==> config.mk <==
export PLATFORM = sky130hd
export DESIGN_NAME = matrix_loader_flat
export DESIGN_NICKNAME = d
export VERILOG_FILES = /design/src/rtl/matrix_pkg.sv /design/src/rtl/matrix_loader_if.sv /design/src/rtl/matrix_loader_rc_counter.sv /design/src/rtl/matrix_loader.sv /design/src/flat_wrapper.sv
export SDC_FILE = /design/constraint.sdc
export NUM_CORES = 1
export LEC_CHECK = 0
export CAP_MARGIN = 40
export CORE_MARGIN = 2
export CORE_UTILIZATION = 38
export DETAILED_ROUTE_END_ITERATION = 12
export SETUP_SLACK_MARGIN = 0.5
export SYNTH_ARGS = -nofsm -noshare
export SYNTH_HDL_FRONTEND = slang
export SYNTH_HIERARCHICAL = 1
export SYNTH_SLANG_ARGS = --single-unit
==> constraint.sdc <==
create_clock -name clk -period 9 [get_ports clk]
set_input_delay 1.8 -clock clk [delete_from_list [all_inputs] [get_ports clk]]
set_output_delay 1.8 -clock clk [all_outputs]
set_load 0.05 [all_outputs]
==> src/rtl/matrix_pkg.sv <==
`default_nettype none
// ============================================================================
// Module   : matrix_pkg
// Purpose  : Shared constants, state type and address struct for matrix_loader
// Revision : 1.0 - initial release
// ============================================================================
package matrix_pkg;

   localparam int MAX_ELEMENT_SIZE = 8;
   localparam int MAX_ROW_SIZE_A   = 32;
   localparam int MAX_COL_SIZE_A   = 32;
   localparam int MAX_ROW_SIZE_B   = 32;
   localparam int MAX_COL_SIZE_B   = 32;
   localparam int ADDR_W           = 10;
   localparam int DIM_W            = 6;
   localparam int CK_TIMEOUT       = 64;

   typedef enum logic [2:0] {
      ST_HDR     = 3'd0,
      ST_LOAD_A  = 3'd1,
      ST_LOAD_B  = 3'd2,
      ST_WAIT_CK = 3'd3,
      ST_DRAIN   = 3'd4
   } loader_state_t;

   typedef struct packed {
      logic [4:0] row;
      logic [4:0] col;
   } mat_addr_t;

   // A header dimension is legal when it lies in 1..max_v
   function automatic logic dim_in_range(input logic [MAX_ELEMENT_SIZE-1:0] v,
                                         input int max_v);
      return (v != '0) && (int'(v) <= max_v);
   endfunction

endpackage
`default_nettype wire

==> src/rtl/matrix_loader_if.sv <==
`default_nettype none
// ============================================================================
// Module   : matrix_loader_if
// Purpose  : Element stream, checksum verdict and memory-write bundle
// Revision : 1.0 - initial release
// ============================================================================
interface matrix_loader_if;
   import matrix_pkg::*;

   logic                        axiiv;
   logic [MAX_ELEMENT_SIZE-1:0] axiid;
   logic                        frame_end;
   logic                        ck_done;
   logic                        ck_kill;
   logic                        a_we;
   logic                        b_we;
   logic [ADDR_W-1:0]           a_addr;
   logic [ADDR_W-1:0]           b_addr;
   logic [MAX_ELEMENT_SIZE-1:0] a_data;
   logic [MAX_ELEMENT_SIZE-1:0] b_data;
   logic [DIM_W-1:0]            rows_a;
   logic [DIM_W-1:0]            cols_a;
   logic [DIM_W-1:0]            cols_b;
   logic                        load_done;
   logic                        load_err;
   logic                        busy;

   // Upstream side: produces the stream and verdict, observes the loader
   modport master (
      output axiiv, axiid, frame_end, ck_done, ck_kill,
      input  a_we, b_we, a_addr, b_addr, a_data, b_data,
      input  rows_a, cols_a, cols_b, load_done, load_err, busy
   );

   // Loader side
   modport slave (
      input  axiiv, axiid, frame_end, ck_done, ck_kill,
      output a_we, b_we, a_addr, b_addr, a_data, b_data,
      output rows_a, cols_a, cols_b, load_done, load_err, busy
   );

endinterface
`default_nettype wire

==> src/rtl/matrix_loader_rc_counter.sv <==
`default_nettype none
// ============================================================================
// Module   : rc_counter
// Purpose  : Row-major {row, col} address generator with last-element flag
// Revision : 1.0 - initial release
// ============================================================================
module rc_counter
   import matrix_pkg::*;
(
   input  logic             clk,
   input  logic             rst,
   input  logic             i_clr,
   input  logic             i_step,
   input  logic [DIM_W-1:0] i_rows,
   input  logic [DIM_W-1:0] i_cols,
   output mat_addr_t        o_addr,
   output logic             o_last
);

   mat_addr_t r_pos;
   logic      w_col_end;
   logic      w_row_end;

   assign w_col_end = ({1'b0, r_pos.col} == (i_cols - DIM_W'(1)));
   assign w_row_end = ({1'b0, r_pos.row} == (i_rows - DIM_W'(1)));
   assign o_addr    = r_pos;
   assign o_last    = w_col_end && w_row_end;

   // Advance column, wrapping into the next row at the column bound
   always_ff @(posedge clk) begin
      if (rst || i_clr) begin
         r_pos <= '0;
      end else if (i_step) begin
         if (w_col_end) begin
            r_pos.col <= '0;
            r_pos.row <= r_pos.row + 5'd1;
         end else begin
            r_pos.col <= r_pos.col + 5'd1;
         end
      end
   end

endmodule
`default_nettype wire

==> src/rtl/matrix_loader.sv <==
`default_nettype none
// ============================================================================
// Module   : matrix_loader
// Purpose  : Parses a dimension header, writes matrices A and B to memory and
//            commits the dimensions once the frame checksum is reported good
// Revision : 1.0 - initial release
// ============================================================================
module matrix_loader
   import matrix_pkg::*;
(
   input  logic               clk,
   input  logic               rst,
   matrix_loader_if.slave     bus
);

   localparam int TO_W = $clog2(CK_TIMEOUT);

   loader_state_t               r_state;
   loader_state_t               w_state_nxt;
   logic [1:0]                  r_hdr_cnt;
   logic [MAX_ELEMENT_SIZE-1:0] r_ra, r_ca, r_rb;
   logic [DIM_W-1:0]            r_cb;
   logic [TO_W-1:0]             r_to;
   mat_addr_t                   w_pos;
   logic                        w_last;
   logic [DIM_W-1:0]            w_rows, w_cols;
   logic                        w_hdr_fourth, w_hdr_ok, w_abort, w_verdict;
   logic                        w_to_exp, w_elem_last, w_step, w_clr;
   logic                        w_a_we, w_b_we, w_done, w_err;
   logic                        r_a_we, r_b_we, r_done, r_err;
   logic [ADDR_W-1:0]           r_wr_addr;
   logic [MAX_ELEMENT_SIZE-1:0] r_wr_data;
   logic [DIM_W-1:0]            r_rows_a, r_cols_a, r_cols_b;

   // The 4th header element is checked as it arrives, before it is stored
   assign w_hdr_fourth = bus.axiiv && (r_hdr_cnt == 2'd3);
   assign w_hdr_ok     = dim_in_range(r_ra, MAX_ROW_SIZE_A)
                      && dim_in_range(r_ca, MAX_COL_SIZE_A)
                      && dim_in_range(r_rb, MAX_ROW_SIZE_B)
                      && dim_in_range(bus.axiid, MAX_COL_SIZE_B)
                      && (r_ca == r_rb);
   assign w_abort      = bus.frame_end || bus.ck_done || bus.ck_kill;
   assign w_verdict    = bus.ck_done || bus.ck_kill;
   assign w_to_exp     = (r_to == TO_W'(CK_TIMEOUT - 1));
   assign w_elem_last  = bus.axiiv && w_last;

   // One address generator serves both matrices; bounds follow the state
   assign w_rows = (r_state == ST_LOAD_B) ? DIM_W'(r_rb) : DIM_W'(r_ra);
   assign w_cols = (r_state == ST_LOAD_B) ? r_cb          : DIM_W'(r_ca);
   assign w_step = bus.axiiv && ((r_state == ST_LOAD_A) || (r_state == ST_LOAD_B));
   assign w_clr  = (w_state_nxt != r_state);

   rc_counter u_rc (
      .clk    (clk),
      .rst    (rst),
      .i_clr  (w_clr),
      .i_step (w_step),
      .i_rows (w_rows),
      .i_cols (w_cols),
      .o_addr (w_pos),
      .o_last (w_last)
   );

   // State register
   always_ff @(posedge clk) begin
      if (rst) r_state <= ST_HDR;
      else     r_state <= w_state_nxt;
   end

   // Next-state logic
   always_comb begin
      w_state_nxt = r_state;
      unique case (r_state)
         ST_HDR:     if (w_hdr_fourth) w_state_nxt = w_hdr_ok ? ST_LOAD_A : ST_DRAIN;
         ST_LOAD_A:  if (w_abort) w_state_nxt = ST_HDR;
                     else if (w_elem_last) w_state_nxt = ST_LOAD_B;
         // A final element paired with a verdict means the verdict is not ours
         ST_LOAD_B:  if (w_elem_last) w_state_nxt = w_verdict ? ST_HDR : ST_WAIT_CK;
                     else if (w_abort) w_state_nxt = ST_HDR;
         ST_WAIT_CK: if (w_verdict || w_to_exp) w_state_nxt = ST_HDR;
         ST_DRAIN:   if (bus.frame_end) w_state_nxt = ST_HDR;
         default:    w_state_nxt = ST_HDR;
      endcase
   end

   // Output decode: write strobes and result pulses before registering
   always_comb begin
      w_a_we = 1'b0;
      w_b_we = 1'b0;
      w_done = 1'b0;
      w_err  = 1'b0;
      unique case (r_state)
         ST_HDR:     w_err = w_hdr_fourth && !w_hdr_ok;
         ST_LOAD_A:  begin
                        w_a_we = bus.axiiv;
                        w_err  = w_abort;
                     end
         ST_LOAD_B:  begin
                        w_b_we = bus.axiiv;
                        w_err  = w_elem_last ? w_verdict : w_abort;
                     end
         ST_WAIT_CK: begin
                        w_done = bus.ck_done && !bus.ck_kill;
                        w_err  = bus.ck_kill || (!bus.ck_done && w_to_exp);
                     end
         default:    ;
      endcase
   end

   // Header capture; a short header at frame_end wipes the partial capture
   always_ff @(posedge clk) begin
      if (rst || ((r_state == ST_HDR) && bus.frame_end && !w_hdr_fourth)) begin
         r_hdr_cnt <= '0;
         r_ra      <= '0;
         r_ca      <= '0;
         r_rb      <= '0;
         r_cb      <= '0;
      end else if ((r_state == ST_HDR) && bus.axiiv) begin
         case (r_hdr_cnt)
            2'd0:    r_ra <= bus.axiid;
            2'd1:    r_ca <= bus.axiid;
            2'd2:    r_rb <= bus.axiid;
            default: r_cb <= bus.axiid[DIM_W-1:0];
         endcase
         r_hdr_cnt <= r_hdr_cnt + 2'd1;
      end
   end

   // Verdict timeout counter, running only while waiting for the checksum
   always_ff @(posedge clk) begin
      if (rst || (r_state != ST_WAIT_CK)) r_to <= '0;
      else                                r_to <= r_to + TO_W'(1);
   end

   // Registered outputs and committed dimensions
   always_ff @(posedge clk) begin
      if (rst) begin
         r_a_we    <= 1'b0;
         r_b_we    <= 1'b0;
         r_wr_addr <= '0;
         r_wr_data <= '0;
         r_done    <= 1'b0;
         r_err     <= 1'b0;
         r_rows_a  <= '0;
         r_cols_a  <= '0;
         r_cols_b  <= '0;
      end else begin
         r_a_we    <= w_a_we;
         r_b_we    <= w_b_we;
         r_wr_addr <= w_pos;
         r_wr_data <= bus.axiid;
         r_done    <= w_done;
         r_err     <= w_err;
         if (w_done) begin
            r_rows_a <= DIM_W'(r_ra);
            r_cols_a <= DIM_W'(r_ca);
            r_cols_b <= r_cb;
         end
      end
   end

   assign bus.a_we      = r_a_we;
   assign bus.b_we      = r_b_we;
   assign bus.a_addr    = r_wr_addr;
   assign bus.b_addr    = r_wr_addr;
   assign bus.a_data    = r_wr_data;
   assign bus.b_data    = r_wr_data;
   assign bus.rows_a    = r_rows_a;
   assign bus.cols_a    = r_cols_a;
   assign bus.cols_b    = r_cols_b;
   assign bus.load_done = r_done;
   assign bus.load_err  = r_err;
   assign bus.busy      = (r_state != ST_HDR);

endmodule
`default_nettype wire
==> src/flat_wrapper.sv <==
// flat-port wrapper written by rule: the top's interface ports become plain ports
module matrix_loader_flat import matrix_pkg::*;
  (clk, rst, bus_axiiv, bus_axiid, bus_frame_end, bus_ck_done, bus_ck_kill, bus_a_we, bus_b_we, bus_a_addr, bus_b_addr, bus_a_data, bus_b_data, bus_rows_a, bus_cols_a, bus_cols_b, bus_load_done, bus_load_err, bus_busy);
  matrix_loader_if bus_i ();
  input  logic clk;
  input  logic rst;
  input wire logic [$bits(bus_i.axiiv)-1:0] bus_axiiv;
  input wire logic [$bits(bus_i.axiid)-1:0] bus_axiid;
  input wire logic [$bits(bus_i.frame_end)-1:0] bus_frame_end;
  input wire logic [$bits(bus_i.ck_done)-1:0] bus_ck_done;
  input wire logic [$bits(bus_i.ck_kill)-1:0] bus_ck_kill;
  output wire logic [$bits(bus_i.a_we)-1:0] bus_a_we;
  output wire logic [$bits(bus_i.b_we)-1:0] bus_b_we;
  output wire logic [$bits(bus_i.a_addr)-1:0] bus_a_addr;
  output wire logic [$bits(bus_i.b_addr)-1:0] bus_b_addr;
  output wire logic [$bits(bus_i.a_data)-1:0] bus_a_data;
  output wire logic [$bits(bus_i.b_data)-1:0] bus_b_data;
  output wire logic [$bits(bus_i.rows_a)-1:0] bus_rows_a;
  output wire logic [$bits(bus_i.cols_a)-1:0] bus_cols_a;
  output wire logic [$bits(bus_i.cols_b)-1:0] bus_cols_b;
  output wire logic [$bits(bus_i.load_done)-1:0] bus_load_done;
  output wire logic [$bits(bus_i.load_err)-1:0] bus_load_err;
  output wire logic [$bits(bus_i.busy)-1:0] bus_busy;
  assign bus_i.axiiv = bus_axiiv;
  assign bus_i.axiid = bus_axiid;
  assign bus_i.frame_end = bus_frame_end;
  assign bus_i.ck_done = bus_ck_done;
  assign bus_i.ck_kill = bus_ck_kill;
  assign bus_a_we = bus_i.a_we;
  assign bus_b_we = bus_i.b_we;
  assign bus_a_addr = bus_i.a_addr;
  assign bus_b_addr = bus_i.b_addr;
  assign bus_a_data = bus_i.a_data;
  assign bus_b_data = bus_i.b_data;
  assign bus_rows_a = bus_i.rows_a;
  assign bus_cols_a = bus_i.cols_a;
  assign bus_cols_b = bus_i.cols_b;
  assign bus_load_done = bus_i.load_done;
  assign bus_load_err = bus_i.load_err;
  assign bus_busy = bus_i.busy;
  matrix_loader u_core (.clk(clk), .rst(rst), .bus(bus_i));
endmodule
==> flow_summary.ini <==
[logic_synthesis]
synthMuxAreaShare_pct = 4.37
synth_simple_gate_area_share_pct = 26.0
synth-seq-area-share_pct = 43.0
avgSynthCellArea_um2 = 8.41
syn_area_um2 = 4240
synth_top_area_share_pct = 43.0
synthCells = 504
synth_edf_count = 0
syn_nets = 527
synth_top_family_by_area = simple AND/OR/NAND/NOR gates
synth_top_area_cell = dfxtp_1
synth-compound-area-share_pct = 11.8
netlist-cell-type-count = 57
synth_area_leaders = dfxtp_1 43%, nand2_1 7.8%, a21oi_1 6.1%, xnor2_1 4.3%, nand3_1 4.1%
synth_xor_area_share_pct = 5.58
synth_seq_cells = 91
synthAdderAreaFrac_pct = 2.66
yosys_most_used_dff = dfxtp_1
async_flop_share_pct = 0
yosys_warnings = 6

[power]
leakagePower_uw = 0.00181
power.density_nw_per_um2 = 149
vdd_drop_max_mv = 0.102
power_uw = 765

[detailed_routing]
via_per_inst = 5.14
wl_per_cell_um = 14.3
ant_nets = 0
drt_iter0_drc = 137
drc = 0
wl_mm = 9.88
vias = 3554
drtPass1Iterations = 4

[cts]
cts_hold_buf = 0
cts.sinks = 91
postCtsResizedCells = 0
root_buffer = clkbuf_8
cts_max_path_buffers = 2
tritoncts = built
cts_made_buffers = 9
insertion_delay_ns = 0.37
clk_pin_slew_ns = 0.09
htreeDepth = 3
post_cts_buffers = 0

[global_routing]
track_usage_pct = 17.3
antenna_found_initial = 0
grt_pass1_wl_mm = 16.3
overflow = 0
grt_pass1_vias = 3323
grt_max_degree = 50

[floorplan]
start_util_pct = 39.1
die-area_um2 = 12000
rows = 38
die_h_um = 110
ios = 73
coreArea_um2 = 10800
fp.dieW_um = 110

[worst_setup_path]
worstPathMaxFanout = 13
critPathKind = register to register
reg2regPathDepth = 20
crit_path_frequent_cell = o21ai_0
arrival_ns = 6.10
cp.required_ns = 9.30
crit_slowest_cell = nor2_1
slowest_delay_ns = 0.75
cp-start-kind = register
path_cells = nand2b_1, nor2_1, mux2_1, inv_1, ha_1, or3b_1, a211o_1, nor4_2, and2_2, and3_1, nand2_1, nand2_1, o21ai_0, o21ai_0, o2111ai_1, nor2_1, o21ai_0, a31oi_1, o21ai_0, nor2_1
worst_setup_path_end_kind = register

[final_layout]
final_util_pct = 47.3
nets = 570
design_area_um2 = 5130
drive_gt1_share_pct = 6.88
n_antenna_cell = 0
area_growth_pct = 21.0

[sta]
max_slew_margin_pct = 37.0
max_freq_mhz = 172
clock-skew-final_ns = 0.0144
finalHoldWorstSlack_ns = 0.459
slew_viol_final = 0
setup_viol = 0
max_slew.worst_pin.slew_ns = 0.941
finalCritPeriodShare_pct = 64.5
rsz0062_at_grt = no
finalHoldViolations = 0
min_period_ns = 5.81
finalSetupTns_ns = 0

[placed_design]
port_buffers = 72
post-dp-hpwl_mm = 7.07
dpl_cell_area_um2 = 4920
routabilityCongestion = 0.827

[hold_path]
hold_class = register to register
worst_hold_path.num_cells = 1

[run_status]
status = finished clean

[job]
drv_cap = 0
final timing paths:
| path | endpoint | slack, ns | start |
|---|---|---|---|
| min | u_core/r_to[0]$_SDFF_PP0_ | 0.46 | u_core/r_to[0]$_SDFF_PP0_ |
| max | u_core/u_rc/o_addr[2]$_SDFFE_PP0P_ | 3.19 | u_core/r_state[1]$_SDFF_PP0_ |
| min reg2reg | u_core/r_to[0]$_SDFF_PP0_ | 0.46 | u_core/r_to[0]$_SDFF_PP0_ |
| max reg2reg | u_core/u_rc/o_addr[2]$_SDFFE_PP0P_ | 3.19 | u_core/r_state[1]$_SDFF_PP0_ |
cell usage after synthesis (2+ instances only):
library cell and n:
or3_1 7, ha_1 9, and3_1 6, xor2_1 6, nor2_1 26, mux2_1 5
nor3_1 7, buf_1 2, nand2_1 88, and4_1 2, nand3_1 35, nor4_1 6
or4_1 3, a31oi_1 2, buf_4 18, xnor2_1 21, o31ai_1 2, clkbuf_1 22
o21ai_0 12, nand4_1 3, nand3b_1 5, mux2_2 7, dfxtp_1 91, mux2i_1 5
o21a_1 2, o31a_1 2, a21oi_1 52, nor4b_1 2, nor2b_1 19, nand2b_1 2
inv_1 9
power by group:
| part | internal (uW) | leakage, uW | switching, uW |
|---|---|---|---|
| Clock | 144 | 0.000106 | 147 |
| Combinational | 23.0 | 0.000969 | 40.6 |
| Sequential | 406 | 0.000736 | 3.10 |
sequential cells by signal, indices dropped and copies added (netlist names), 8 cells and up:
name	flops
u_core/bus.a_addr	10
u_core/bus.a_data	8
u_core/r_ca	8
u_core/r_ra	8
u_core/r_rb	8
u_core/u_rc/o_addr	10
critical path, delay by kind of cell, from the launching register on:
kind	cells	cell delay, ns
fa+ha+maj	1	0.16
compound gates	7	1.29
flops	1	0.59
simple gates	10	3.20
buf+inv	1	0.08
mux	1	0.44
cells in the final DEF (no fill, tap or decap), types with 7 or more instances in the layout:
| cell | netlist | layout |
|---|---|---|
| clkdlybuf4s50_1 | 0 | 72 |
| a21oi_1 | 52 | 52 |
| nor3_1 | 7 | 7 |
| o21ai_0 | 12 | 12 |
| nand2_1 | 88 | 88 |
| clkbuf_8 | 0 | 11 |
| dfxtp_1 | 91 | 91 |
| xnor2_1 | 21 | 21 |
| nor2_1 | 26 | 26 |
| or3_1 | 7 | 7 |
| nand3_1 | 35 | 35 |
| inv_1 | 9 | 9 |
| nor2b_1 | 19 | 19 |
| mux2_2 | 7 | 7 |
| ha_1 | 9 | 9 |
per-layer routing:
layer	up-vias	global-route usage, %	share of wire [%]
met5	-	0	0
met4	0	5.79	0.83
met3	9	4.21	5.1
met2	80	28.0	48
met1	1669	22.6	46
li1	1796	-	-
cells by family (layout without fill, tap and decap cells):
| group | count (synthesis) | in the layout |
|---|---|---|
| compound gates | 85 | 85 |
| xor+xnor | 27 | 27 |
| fa+ha+maj | 9 | 9 |
| buf+inv | 53 | 101 |
| flops | 91 | 91 |
| mux | 17 | 17 |
| simple gates | 222 | 222 |
layout make-up:
| class | count | area (um2) |
|---|---|---|
| Inverter | 9 | 33.8 |
| Clock buffer | 11 | 151 |
| Timing Repair Buffer | 76 | 748 |
| Multi-Input combinational cell | 360 | 2140 |
| Clock inverter | 5 | 60.1 |
| Fill cell | 1083 | 5710 |
| Sequential cell | 91 | 1820 |
| Tap cell | 140 | 175 |
per-stage QoR:
step / worst slack, ns / std cells
2_1_floorplan: 4.09 / 504
3_3_place_gp: 3.60 / 675
3_5_place_dp: 3.24 / 676
4_1_cts: 3.23 / 692
5_1_grt: 2.54 / 692
6_report: 3.19 / 692
Note: power is estimated with default switching activity, not from simulation.
